<file path="src/rtl/store_capture_fifo.sv">
// Captures CPU stores that hit the MMIO window into a show-ahead FIFO and
// drains them to a peripheral sink over valid/ready; the CPU is never stalled.
module store_capture_fifo #(
   parameter int unsigned DEPTH     = 8,
   parameter logic [31:0] BASE_ADDR = 32'h0000_0080,
   parameter logic [31:0] WIN_BYTES = 32'h0000_0040
) (
   input  logic                       clk,
   input  logic                       reset,
   input  logic                       memwrite,
   input  logic [31:0]                dataadr,
   input  logic [31:0]                writedata,
   input  logic [5:0]                 opcode,
   output logic                       out_valid,
   input  logic                       out_ready,
   output logic [31:0]                out_addr,
   output logic [31:0]                out_data,
   output logic [3:0]                 out_be,
   output logic [$clog2(DEPTH+1)-1:0] count,
   output logic                       full,
   output logic                       overflow
);

   localparam int AW = $clog2(DEPTH);
   localparam int CW = $clog2(DEPTH+1);
   localparam logic [5:0] OP_SB = 6'b101000;

   // Stored entry layout: {word address [31:2], data, byte enables}
   typedef struct packed {
      logic [29:0] wadr;
      logic [31:0] data;
      logic [3:0]  be;
   } entry_t;

   // Window bound computed in 33 bits so a window ending at 2^32 still works.
   function automatic logic in_window(input logic [31:0] a);
      logic [32:0] lim;
      lim = {1'b0, BASE_ADDR} + {1'b0, WIN_BYTES};
      return (a >= BASE_ADDR) && ({1'b0, a} < lim);
   endfunction

   function automatic logic [3:0] form_be(input logic [5:0] op, input logic [1:0] lane);
      return (op == OP_SB) ? (4'b0001 << lane) : 4'b1111;
   endfunction

   function automatic logic [31:0] form_data(input logic [5:0] op, input logic [31:0] wd);
      return (op == OP_SB) ? {4{wd[7:0]}} : wd;
   endfunction

   entry_t          mem [DEPTH];
   logic [AW-1:0]   wr_ptr, rd_ptr;
   logic            match, push, pop;
   entry_t          head, new_entry;

   assign match     = memwrite & in_window(dataadr);
   assign full      = (count == CW'(DEPTH));
   assign out_valid = (count != '0);
   assign pop       = out_valid & out_ready;
   assign push      = match & (~full | pop);

   assign new_entry.wadr = dataadr[31:2];
   assign new_entry.data = form_data(opcode, writedata);
   assign new_entry.be   = form_be(opcode, dataadr[1:0]);

   assign head     = mem[rd_ptr];
   assign out_addr = {head.wadr, 2'b00};
   assign out_data = head.data;
   assign out_be   = head.be;

   // Storage carries no reset; only the control state below is cleared.
   always_ff @(posedge clk) begin
      if (push && !reset)
         mem[wr_ptr] <= new_entry;
   end

   always_ff @(posedge clk) begin
      if (reset) begin
         wr_ptr   <= '0;
         rd_ptr   <= '0;
         count    <= '0;
         overflow <= 1'b0;
      end else begin
         if (push) wr_ptr <= wr_ptr + AW'(1);
         if (pop)  rd_ptr <= rd_ptr + AW'(1);
         case ({push, pop})
            2'b10:   count <= count + CW'(1);
            2'b01:   count <= count - CW'(1);
            default: count <= count;
         endcase
         if (match && full && !pop)
            overflow <= 1'b1;
      end
   end

endmodule
</file>
<file path="config.mk">
export PLATFORM = sky130hd
export DESIGN_NAME = store_capture_fifo
export DESIGN_NICKNAME = d
export VERILOG_FILES = /design/src/rtl/store_capture_fifo.sv
export SDC_FILE = /design/constraint.sdc
export NUM_CORES = 1
export LEC_CHECK = 0
export CORE_MARGIN = 4
export CORE_UTILIZATION = 35
export CTS_BUF_LIST = sky130_fd_sc_hd__clkbuf_4
export DETAILED_ROUTE_END_ITERATION = 6
export DONT_BUFFER_PORTS = 1
export PLACE_DENSITY = 0.57
export SLEW_MARGIN = 15
export SYNTH_ARGS = -nofsm -noshare
export SYNTH_HDL_FRONTEND = slang
export SYNTH_SLANG_ARGS = --single-unit
</file>
<file path="constraint.sdc">
create_clock -name clk -period 27.5 [get_ports clk]
set_clock_uncertainty 0.2 [all_clocks]
set_input_delay 5.5 -clock clk [delete_from_list [all_inputs] [get_ports clk]]
set_output_delay 5.5 -clock clk [all_outputs]
set_load 0.02 [all_outputs]
</file>
# After elaboration in Yosys (flattened, before gate mapping)
# Memories as Yosys holds them, arrays and structs flattened. A register that Yosys moved wholly into a read port is not among the register bits.
# Cells that the tools add are included.
classes:
  addsub: 4
  n_eq_ne: 4
  reduce_logical: 8
  mul: 0
  n_lt_le_gt_ge: 2
  div: 0
  n_shift: 1
  n_bitwise: 5
  muxes: 7
ops:
  columns: ["cell", "n"]
  rows:
  - ["32-bit by 8-bit >= comparator with 1-bit output (second input constant)", 1]
  - ["32-bit by 8-bit < comparator with 1-bit output (second input constant)", 1]
  - ["32-bit two-way mux", 1]
  - ["4-bit case mux with 2 select lines", 1]
  - ["3-bit by 1-bit adder with 3-bit output (second input constant)", 2]
  - ["6-bit == test (second input constant)", 1]
  - ["3-bit two-way mux", 2]
  - ["4-bit by 1-bit adder with 4-bit output (second input constant)", 1]
  - ["4-bit == test (second input constant)", 1]
  - ["1-bit logical AND", 4]
  - ["4-bit two-way mux", 1]
  - ["4-bit nonzero test", 1]
  - ["1-bit by 2-bit << shifter with 4-bit output (first input constant)", 1]
  - ["4-bit by 1-bit subtractor with 4-bit output (second input constant)", 1]
  - ["1-bit AND", 3]
  - ["2-bit by 1-bit == test with 1-bit output (second input constant)", 1]
  - ["2-bit == test (second input constant)", 1]
  - ["1-bit logical NOT", 2]
  - ["1-bit two-way mux", 2]
  - ["2-bit nonzero test", 1]
  - ["1-bit inverter", 1]
  - ["1-bit bitwise OR", 1]
word_totals:
  mem_bits_ro: 0
  memories: 1
  reg_bits: 11
  latchBits: 0
  input_bits: 74
  out_inout_bits: 75
  ramBits: 528
mem_list:
  columns: ["memory", "words", "word_bits", "read_ports", "rd_ports_with_merged_regs", "write_ports", "line", "text"]
  rows:
  - ["mem", 8, 66, 1, 1, 1, "50", "entry_t mem [DEPTH];"]

# Logic depth before layout (Yosys ltp)
# Gate-level depths: netlist of the first run.
depth:
  depth_word: 7
  depth_mapped: 11

# Least setup slack after synthesis of the first run
# No wires, ideal clock.
synth_path:
  kind: "input to register"
  start: "input dataadr[18]"
  end: "memory mem[0][0] (netlist name) (enable)"
  cell_stages: 4
  path_slack_ns: 13.242
  required_time_ns: 26.624
  arrival_time_ns: 13.382
  cell_sequence: "nor4_1 > nand4_2 > or3_1 > nor4b_1"
synth_via:
  elab_chain_cells: 7
synth_lines:
  columns: ["element", "line", "text"]
  rows:
  - ["from (decl)", "11", "input logic [31:0] dataadr,"]
  - ["32-bit by 8-bit >= comparator with 1-bit output or 32-bit by 8-bit < comparator with 1-bit output (tied branches)", "39", "return (a >= BASE_ADDR) && ({1'b0, a} < lim);"]
  - ["1-bit logical AND *", "39", null]
  - ["1-bit AND *", "55", "assign match = memwrite & in_window(dataadr);"]
  - ["1-bit AND *", "59", "assign push = match & (~full | pop);"]
  - ["1-bit logical AND *", "72", "if (push && !reset)"]
  - ["1-bit two-way mux *", "72", null]
  - ["1-bit two-way mux (not written as such) *", "73", "mem[wr_ptr] <= new_entry;"]
  - ["to (decl)", "50", null]
# Every way passes the cells marked *; elsewhere a longest branch is shown, timed or not.

==> metrics, run 1 <==
Cell Count Post-Placement 1678; number of global-route vias before repair 10505; Iter 0 DRT Violations 494; endpoint required time on the critical path 21.80 ns; clock tree from TritonCTS yes; layout-stage area growth over the synthesis result 13.0%; DP Wirelength 25.5 mm; Hold Vio Cnt, Final 0; slew margin rel. 0.255; number of setup violations in the final report 0; worst setup margin 17.85 ns; first drt pass iteration count 5; ratio of cells with drive above 1 in the final layout 0.404; total number of nets in the final design 1130; flops & latches, synth 542; delay of the slowest cell on the worst path 0.77 ns; synthesized netlist cell count 930; Max-Cap Viols 0; final hold slack 0.264 ns; die outline width 252 µm; most common cell after layout, fill and taps aside sky130_fd_sc_hd__edfxtp_1; buffers from clock root to sink, at most 3; maximum vdd drop 0.0306 mV; number of vias per cell 4.99; class of the most critical hold timing path register to register; Post-CTS Hold Buffers 0; Worst setup EP type output pin; yosys warns 0; full die area 63700 µm²; cell seen most often among critical-path stages sky130_fd_sc_hd__buf_4; post-route antenna net violation count 0; core utilization of the finished layout 0.400; final weighted congestion of routability-driven global placement 0.683; Max H-tree Level 4; min cycle time layout 9.65 ns; routed via count 9541; CTS root buf sky130_fd_sc_hd__clkbuf_4; post-CTS setup buffer count 0; data arrival time of the worst path 3.95 ns; timing-limited maximum frequency 104 MHz; power per standard cell area 74.5 nW/µm²; vertical die dimension 252 µm; leftover overflow at the end of global routing 0; average cell area after synthesis 22.5 µm²; Core Area 59000 µm²; initial core utilization 0.354; post-route cell area 23600 µm²; global-route wire length before repair 68.1 mm; LEAKAGE 7.44 nW; I/O pin cnt 149; CTS sink cnt 542; clock transition at the registers of the reported paths 0.06 ns; Cell Area, Synth 20900 µm²; largest net degree at the start of global routing 47; number of I/O port buffers 0; total power of the final layout 1.76 mW; final instance count without filler cells 1912; dominant cell type by area after synthesis sky130_fd_sc_hd__edfxtp_1; share of the clock period used by the worst path 0.351; fraction of synthesized cell area taken by the top area cell type 0.759; cell-by-cell trace of the critical path buf_4, buf_4, mux4_2, mux2_2; Post-Route WL 46.1 mm; top cells by area in the synthesized netlist sky130_fd_sc_hd__edfxtp_1, sky130_fd_sc_hd__mux4_2, sky130_fd_sc_hd__mux2_2; maximum fanout encountered on the critical timing path 41; standard cell area after detailed placement 21900 µm²; clock latency on the worst-skew pair 0.90 ns; initial antenna violation count 2; residual DRC count 0; Setup crit start kind register; setup repair after global routing missed its margin false; total count of max-transition violations in the final report 0; per-cell routed wire length 24.1 µm; worst-case setup slack after placement 17.81 ns; Slowest-stage cell, CP sky130_fd_sc_hd__buf_4; Worst Setup Path Type register to output pin; TritonCTS buffer count 144; outcome complete, no violations; floorplan row count 89; Distinct cells, synth 42; GRT Total Usage 0.147; Post-Route Setup TNS 0 ns; Filler cells 5273; Gates resized, CTS repair 0; most frequent cells in the layout sky130_fd_sc_hd__edfxtp_1, sky130_fd_sc_hd__clkbuf_4, sky130_fd_sc_hd__mux4_2; part of the Yosys area used for sequential elements 0.772; measured slew at the worst slew-check pin 1.10 ns
==> per-layer routing <==
metal,track usage,share of wire
met1,0.179,0.41
met2,0.237,0.50
met3,0.0619,0.073
met4,0.0522,0.019
met5,0,0
==> cells in the mapped netlist (all sizes together) <==
cell         count
edfxtp         528
mux4           132
mux2            70
nand2           64
buf             25
clkbuf          20
nor2            16
dfxtp           14
nor3             7
nor4             6
inv              5
nor4b            5
o21ai            5
a21oi            4
ha               4
xnor2            3
a21boi           2
and2             2
and3b            2
nand3b           2
nor2b            2
xor2             2
a21o             1
conb             1
dlygate4sd1      1
fa               1
nand2b           1
nand3            1
nand4            1
o211ai           1
or3              1
or4              1
==> cell type report <==
cell class / count / area [µm²] / area share
sequential: 542 / 16100 / 0.684
multi-input combinational: 338 / 4580 / 0.194
clock inverter: 27 / 208 / 0.00880
antenna: 3 / 7.51 / 0.000318
inverter: 5 / 18.8 / 0.000795
tap: 773 / 967 / 0.0410
clock buffer: 204 / 1530 / 0.0649
timing repair buffer: 20 / 150 / 0.00636
==> critical path, delay by kind of cell (launching register included) <==
| kind | cells | cell delay [ns] |
|---|---|---|
| flip-flops | 1 | 0.55 |
| buffers and inverters | 2 | 1.49 |
| multiplexers | 2 | 0.98 |
==> cell families (layout without fill, tap and decap cells) <==
logic type	count (synthesis)	after routing	share of synthesized area
compound gates	13	13	0.00485
xor+xnor	5	5	0.00210
fa+ha+maj	5	5	0.00335
buf+inv	51	256	0.0110
flops	542	542	0.772
mux	202	202	0.180
other cells	1	5	0.000179
simple gates	111	111	0.0262
==> power by group <==
part	leakage (nW)	switching [mW]	internal, mW	total, mW
clock network	1.04	0.310	0.366	0.677
registers	4.94	0.00659	0.907	0.914
logic	1.45	0.0874	0.0821	0.169
==> sequential cells by signal (all words and copies together) (netlist names), named ones only <==
register  flops
count         4
mem         528
overflow      1
rd_ptr        3
wr_ptr        3
==> worst paths after layout <==
check | slack, ns | endpoint | startpoint | cells past startpoint
setup / recovery | 17.85 | out_data[26] | register | 4
hold / removal | 0.26 | register | rd_ptr[1]$_SDFFE_PP0P_ | 2
setup reg to reg | 23.84 | mem[5][55]$_DFFE_PP_ | count[0]$_SDFFE_PP0P_ | 6
hold reg to reg | 0.26 | register | rd_ptr[1]$_SDFFE_PP0P_ | 2
No activity file was read; power rests on OpenSTA's default activity.
==> run 2, diff against run 1 <==
==> constraint.sdc (replaced) <==
create_clock -name clk -period 9.4 [get_ports clk]
set_clock_uncertainty 0.2 [all_clocks]
set_input_delay 1.88 -clock clk [delete_from_list [all_inputs] [get_ports clk]]
set_output_delay 1.88 -clock clk [all_outputs]
set_load 0.02 [all_outputs]
==> run 2 against run 1 <==
Effect of this change: critical path depth fell by 1; total power grew to 2.9 times the previous value; die area is the same; worst hold slack worse by 0.0011 ns; largest cell class unchanged; global-route usage is 0.52 points lower; sequential cell count did not move; count of clock-buffer cells in the layout is 11 lower; register-to-register slack worse by 18 ns; non-clock buffer count stayed put; highest routed layer unchanged.
==> metrics, run 2 (synthesis results as in run 1) <==
outcome complete, no violations; core utilization of the finished layout 0.400; global-route wire length before repair 66.0 mm; final weighted congestion of routability-driven global placement 0.675; die outline width 252 µm; Worst Setup Path Type register to output pin; maximum vdd drop 0.0879 mV; area occupied by multi-input gates 4620 µm²; first drt pass iteration count 5; CTS sink cnt 542; area taken by flip-flops and latches 16100 µm²; post-route antenna net violation count 0; vertical die dimension 252 µm; GR met1 Demand/Resource 0.168; biggest registers after layout mem (528), count (4); floorplan row count 89; max FFs per register 528; number of vias per cell 5.00; worst setup margin 3.54 ns; Max-Cap Viols 0; per-cell routed wire length 23.1 µm; post-route cell area 23600 µm²; most crowded layer after global routing met2; clock transition at the registers of the reported paths 0.06 ns; number of I/O port buffers 0; Filler cells 5298; TritonCTS buffer count 139; timing-limited maximum frequency 171 MHz; slew margin rel. 0.277; initial core utilization 0.354; class of the most critical hold timing path register to register; Iter 0 DRT Violations 534; most frequent cells in the layout sky130_fd_sc_hd__edfxtp_1, sky130_fd_sc_hd__clkbuf_4, sky130_fd_sc_hd__mux4_2; full die area 63700 µm²; buffers from clock root to sink, at most 3; routed via count 9602; power per standard cell area 216 nW/µm²; Post-Route Setup TNS 0 ns; Post-CTS Hold Buffers 0; endpoint required time on the critical path 7.32 ns; number of setup violations in the final report 0; most common cell after layout, fill and taps aside sky130_fd_sc_hd__edfxtp_1; Gates resized, CTS repair 0; Core Area 59000 µm²; total power of the final layout 5.10 mW; data arrival time of the worst path 3.78 ns; share of the clock period used by the worst path 0.623; min cycle time layout 5.86 ns; initial antenna violation count 2; clock tree from TritonCTS yes; Max H-tree Level 4; Post-Route WL 44.4 mm; total count of max-transition violations in the final report 0; standard cell area after detailed placement 21900 µm²; measured slew at the worst slew-check pin 1.08 ns; GRT Total Usage 0.142; maximum fanout encountered on the critical timing path 49; setup repair after global routing missed its margin false; Setup crit start kind register; leftover overflow at the end of global routing 0; register bank with the most flops mem; largest net degree at the start of global routing 58; residual DRC count 0; post-CTS setup buffer count 0; worst-case setup slack after placement 3.34 ns; layout-stage area growth over the synthesis result 13.1%; clock latency on the worst-skew pair 0.90 ns; ratio of cells with drive above 1 in the final layout 0.395; Hold Vio Cnt, Final 0; total number of nets in the final design 1125; number of global-route vias before repair 10512; met3 capacity usage during global routing 0.0651; Worst setup EP type output pin; met2 Track Usage GR 0.229; DP Wirelength 24.9 mm; I/O pin cnt 149; CTS root buf sky130_fd_sc_hd__clkbuf_4; LEAKAGE 7.43 nW
-- run 2: cell count changes in the layout (fill, tap and decap cells not counted), moves of 2 or more --
cell,change
sky130_fd_sc_hd__clkbuf_4,-11
sky130_fd_sc_hd__nor4_2,-2
sky130_fd_sc_hd__clkinv_1,+15
sky130_fd_sc_hd__nor4_4,+2
sky130_fd_sc_hd__clkinv_2,+3
-- run 2: worst paths after layout --
| path | startpoint | end | slack, ns | cells after the start |
|---|---|---|---|---|
| hold / removal | rd_ptr[1]$_SDFFE_PP0P_ | register | 0.26 | 2 |
| setup reg to reg | count[0]$_SDFFE_PP0P_ | mem[5][32]$_DFFE_PP_ | 5.70 | 6 |
| hold reg to reg | rd_ptr[1]$_SDFFE_PP0P_ | register | 0.26 | 2 |
| setup / recovery | register | out_be[1] | 3.54 | 3 |
-- run 2: layer usage --
metal  up-vias  share of wire  wire (µm)
met5         -              0          0
met4         0          0.017        753
met3        67          0.086       3830
met2       284           0.50      22400
li1       4209              -          -
met1      5042           0.39      17500
-- run 2: final cells by class --
type | count | area share
sequential | 542 | 0.683
inverter | 5 | 0.000794
antenna | 4 | 0.000423
clock buffer | 193 | 0.0613
tap | 773 | 0.0409
multi-input combinational | 338 | 0.195
clock inverter | 44 | 0.0112
timing repair buffer | 20 | 0.00688
-- run 2: worst max-delay path, cell delays in order (launching register included) --
cell	delay, ns
sky130_fd_sc_hd__dfxtp_4	0.91
sky130_fd_sc_hd__buf_4	0.91
sky130_fd_sc_hd__mux4_2	0.62
sky130_fd_sc_hd__mux2_2	0.38
-- run 2: power by group --
group / switching, mW / internal (mW) / leakage (nW)
sequential: 0.0390 / 2.65 / 4.94
combinational: 0.233 / 0.239 / 1.46
clock: 0.902 / 1.03 / 1.02
-- run 2: through the flow --
step,hold WS (ns),std cells
detailed placement,0.265,1677
floorplan,0.254,931
CTS,0.279,1914
global route,0.293,1919
finish,0.263,1919
global placement,0.261,1677
==> run 3, diff against run 2 <==
--- a/config.mk
+++ b/config.mk
@@ -5,6 +5,7 @@
 export SDC_FILE = /design/constraint.sdc
 export NUM_CORES = 1
 export LEC_CHECK = 0
+export ABC_AREA = 1
 export CORE_MARGIN = 4
 export CORE_UTILIZATION = 35
 export CTS_BUF_LIST = sky130_fd_sc_hd__clkbuf_4
==> constraint.sdc (replaced) <==
create_clock -name clk -period 5.6 [get_ports clk]
set_clock_uncertainty 0.2 [all_clocks]
set_input_delay 1.12 -clock clk [delete_from_list [all_inputs] [get_ports clk]]
set_output_delay 1.12 -clock clk [all_outputs]
set_load 0.02 [all_outputs]
==> run 3 against run 2 <==
Effect of this change: worst hold slack worse by 0.15 ns; critical path depth up 2; setup slack got worse by 3.0 ns; core utilization rose by 0.39 points; cell count up 40%; sequential power grew 65%; sequential cell count did not move; count of clock-buffer cells in the layout increased by 15; highest routed layer unchanged; largest cell class unchanged; register-to-register slack got worse by 3.3 ns; via count rose by 42%; critical endpoint is now out_data[14].
==> metrics, run 3 <==
top cells by area in the synthesized netlist sky130_fd_sc_hd__edfxtp_1, sky130_fd_sc_hd__nor2_1, sky130_fd_sc_hd__o21ai_0; number of global-route vias before repair 13689; CTS sink cnt 542; Iter 0 DRT Violations 949; final weighted congestion of routability-driven global placement 0.720; initial antenna violation count 2; most frequent cells in the layout sky130_fd_sc_hd__edfxtp_1, sky130_fd_sc_hd__nor2_1, sky130_fd_sc_hd__o21ai_0; endpoint required time on the critical path 4.28 ns; Post-Route WL 54.4 mm; Filler cells 5764; ratio of cells with drive above 1 in the final layout 0.142; power per standard cell area 325 nW/µm²; delay of the slowest cell on the worst path 0.81 ns; Max H-tree Level 4; min cycle time layout 5.01 ns; number of I/O port buffers 0; proportion of register bits with asynchronous set or reset after synthesis 0; layout-stage area growth over the synthesis result 14.0%; fraction of synthesized cell area taken by the top area cell type 0.738; average cell area after synthesis 12.7 µm²; floorplan row count 90; timing-limited maximum frequency 199 MHz; number of vias per cell 5.06; share of the clock period used by the worst path 0.895; GRT Total Usage 0.164; dominant cell type by area after synthesis sky130_fd_sc_hd__edfxtp_1; most frequently used flop master after synthesis sky130_fd_sc_hd__edfxtp_1; Worst setup EP type output pin; Slowest-stage cell, CP sky130_fd_sc_hd__buf_4; Worst Setup Path Type register to output pin; die outline width 256 µm; yosys warns 0; Distinct cells, synth 27; residual DRC count 0; per-cell routed wire length 20.2 µm; leftover overflow at the end of global routing 0; cell-by-cell trace of the critical path buf_4, o21ai_0, o22ai_1, nor2_1, a31oi_1; largest net degree at the start of global routing 97; register bank with the most flops mem; data arrival time of the worst path 3.69 ns; post-route antenna net violation count 0; Hold Vio Cnt, Final 0; commonest cells in the netlist sky130_fd_sc_hd__edfxtp_1, sky130_fd_sc_hd__nor2_1, sky130_fd_sc_hd__o21ai_0; Core Area 60600 µm²; max FFs per register 528; I/O pin cnt 149; full die area 65400 µm²; total number of nets in the final design 1885; Cell Area, Synth 21500 µm²; flops & latches, synth 542; biggest registers after layout mem (528), count (4); post-CTS setup buffer count 0; clock latency on the worst-skew pair 0.91 ns; vertical die dimension 256 µm; maximum fanout encountered on the critical timing path 92; clock tree from TritonCTS yes; DP Wirelength 27.8 mm; TritonCTS buffer count 145; outcome complete, no violations; Post-Route Setup TNS 0 ns; EDFF count, synth 528; first drt pass iteration count 5; core utilization of the finished layout 0.404; most common cell after layout, fill and taps aside sky130_fd_sc_hd__edfxtp_1; LEAKAGE 8.33 nW; global-route wire length before repair 82.1 mm; final hold slack 0.116 ns; Max-Cap Viols 0; slew margin rel. 0.238; maximum vdd drop 0.170 mV; CTS root buf sky130_fd_sc_hd__clkbuf_4; initial core utilization 0.355; routed via count 13633; Setup crit start kind register; measured slew at the worst slew-check pin 1.13 ns; class of the most critical hold timing path input pin to register; clock transition at the registers of the reported paths 0.06 ns; total power of the final layout 7.97 mW; number of setup violations in the final report 0; synthesized netlist cell count 1697; part of the Yosys area used for sequential elements 0.751; total count of max-transition violations in the final report 0; setup repair after global routing missed its margin false; leading cell type by number of instances after synthesis sky130_fd_sc_hd__edfxtp_1; buffers from clock root to sink, at most 3
## run 3: area by class of cell
cell class / instances / area [µm²] / share of cell area
inverters: 56 / 220 / 0.00899
well taps: 782 / 978 / 0.0399
flip-flops and latches: 542 / 16100 / 0.659
clock inverters: 37 / 253 / 0.0103
repair buffers: 67 / 711 / 0.0290
multi-input cells: 994 / 4610 / 0.188
clock buffers: 208 / 1560 / 0.0637
diodes: 8 / 20.0 / 0.000817
## run 3: timing repair
item                                   in CTS  in global routing
gates resized for setup                     0                  0
hold buffers                               38                  0
endpoints found under the hold margin     287                  0
## run 3: worst max-delay path: cells and delay by family (launching register included)
kind | cells | cell delay (ns)
compound gates | 3 | 1.09
buf+inv | 1 | 0.81
flops | 1 | 0.71
simple gates | 1 | 0.06
## run 3: report_power, final
| group | leakage [nW] | total, mW | switching [mW] | internal, mW |
|---|---|---|---|---|
| registers | 4.91 | 4.44 | 0.0000000612 | 4.44 |
| clock network | 1.07 | 3.43 | 1.59 | 1.84 |
| logic | 2.34 | 0.0941 | 0.0679 | 0.0262 |
| total | 8.33 | 7.97 | 1.65 | 6.31 |
## run 3: path summary, 6_finish.rpt
path | startpoint | endpoint | slack [ns] | depth (start not counted)
min reg2reg | rd_ptr[2]$_SDFFE_PP0P_ | rd_ptr[2]$_SDFFE_PP0P_ | 0.28 | 2
max | register | out_data[14] | 0.59 | 5
max reg2reg | count[1]$_SDFFE_PP0P_ | mem[4][5]$_DFFE_PP_ | 2.45 | 9
min | writedata[3] | mem[5][7]$_DFFE_PP_ | 0.12 | 0
## run 3: cell families after synthesis
group                      Yosys count  synth area share
AOI/OAI and AO/OA                  438             0.110
xor gates and xnor gates             1          0.000408
adders and majority gates            5           0.00326
buffers and inverters              162            0.0375
DFF                                542             0.751
other                                1          0.000175
and+or+nand+nor                    548            0.0978
## run 3: through the flow
stage                     std cells  worst slack [ns]  area (µm²)
after floorplan                1698             0.289       21500
after detailed placement       2403              1.50       22300
after global placement         2403              1.47       22300
after global routing           2692             0.278       24500
final                          2694             0.587       24500
after CTS                      2686             0.459       24500
## run 3: per-layer routing
layer	track usage	share of wire
met1	0.203	0.41
met2	0.262	0.48
met3	0.0569	0.077
met4	0.0704	0.031
met5	0	0
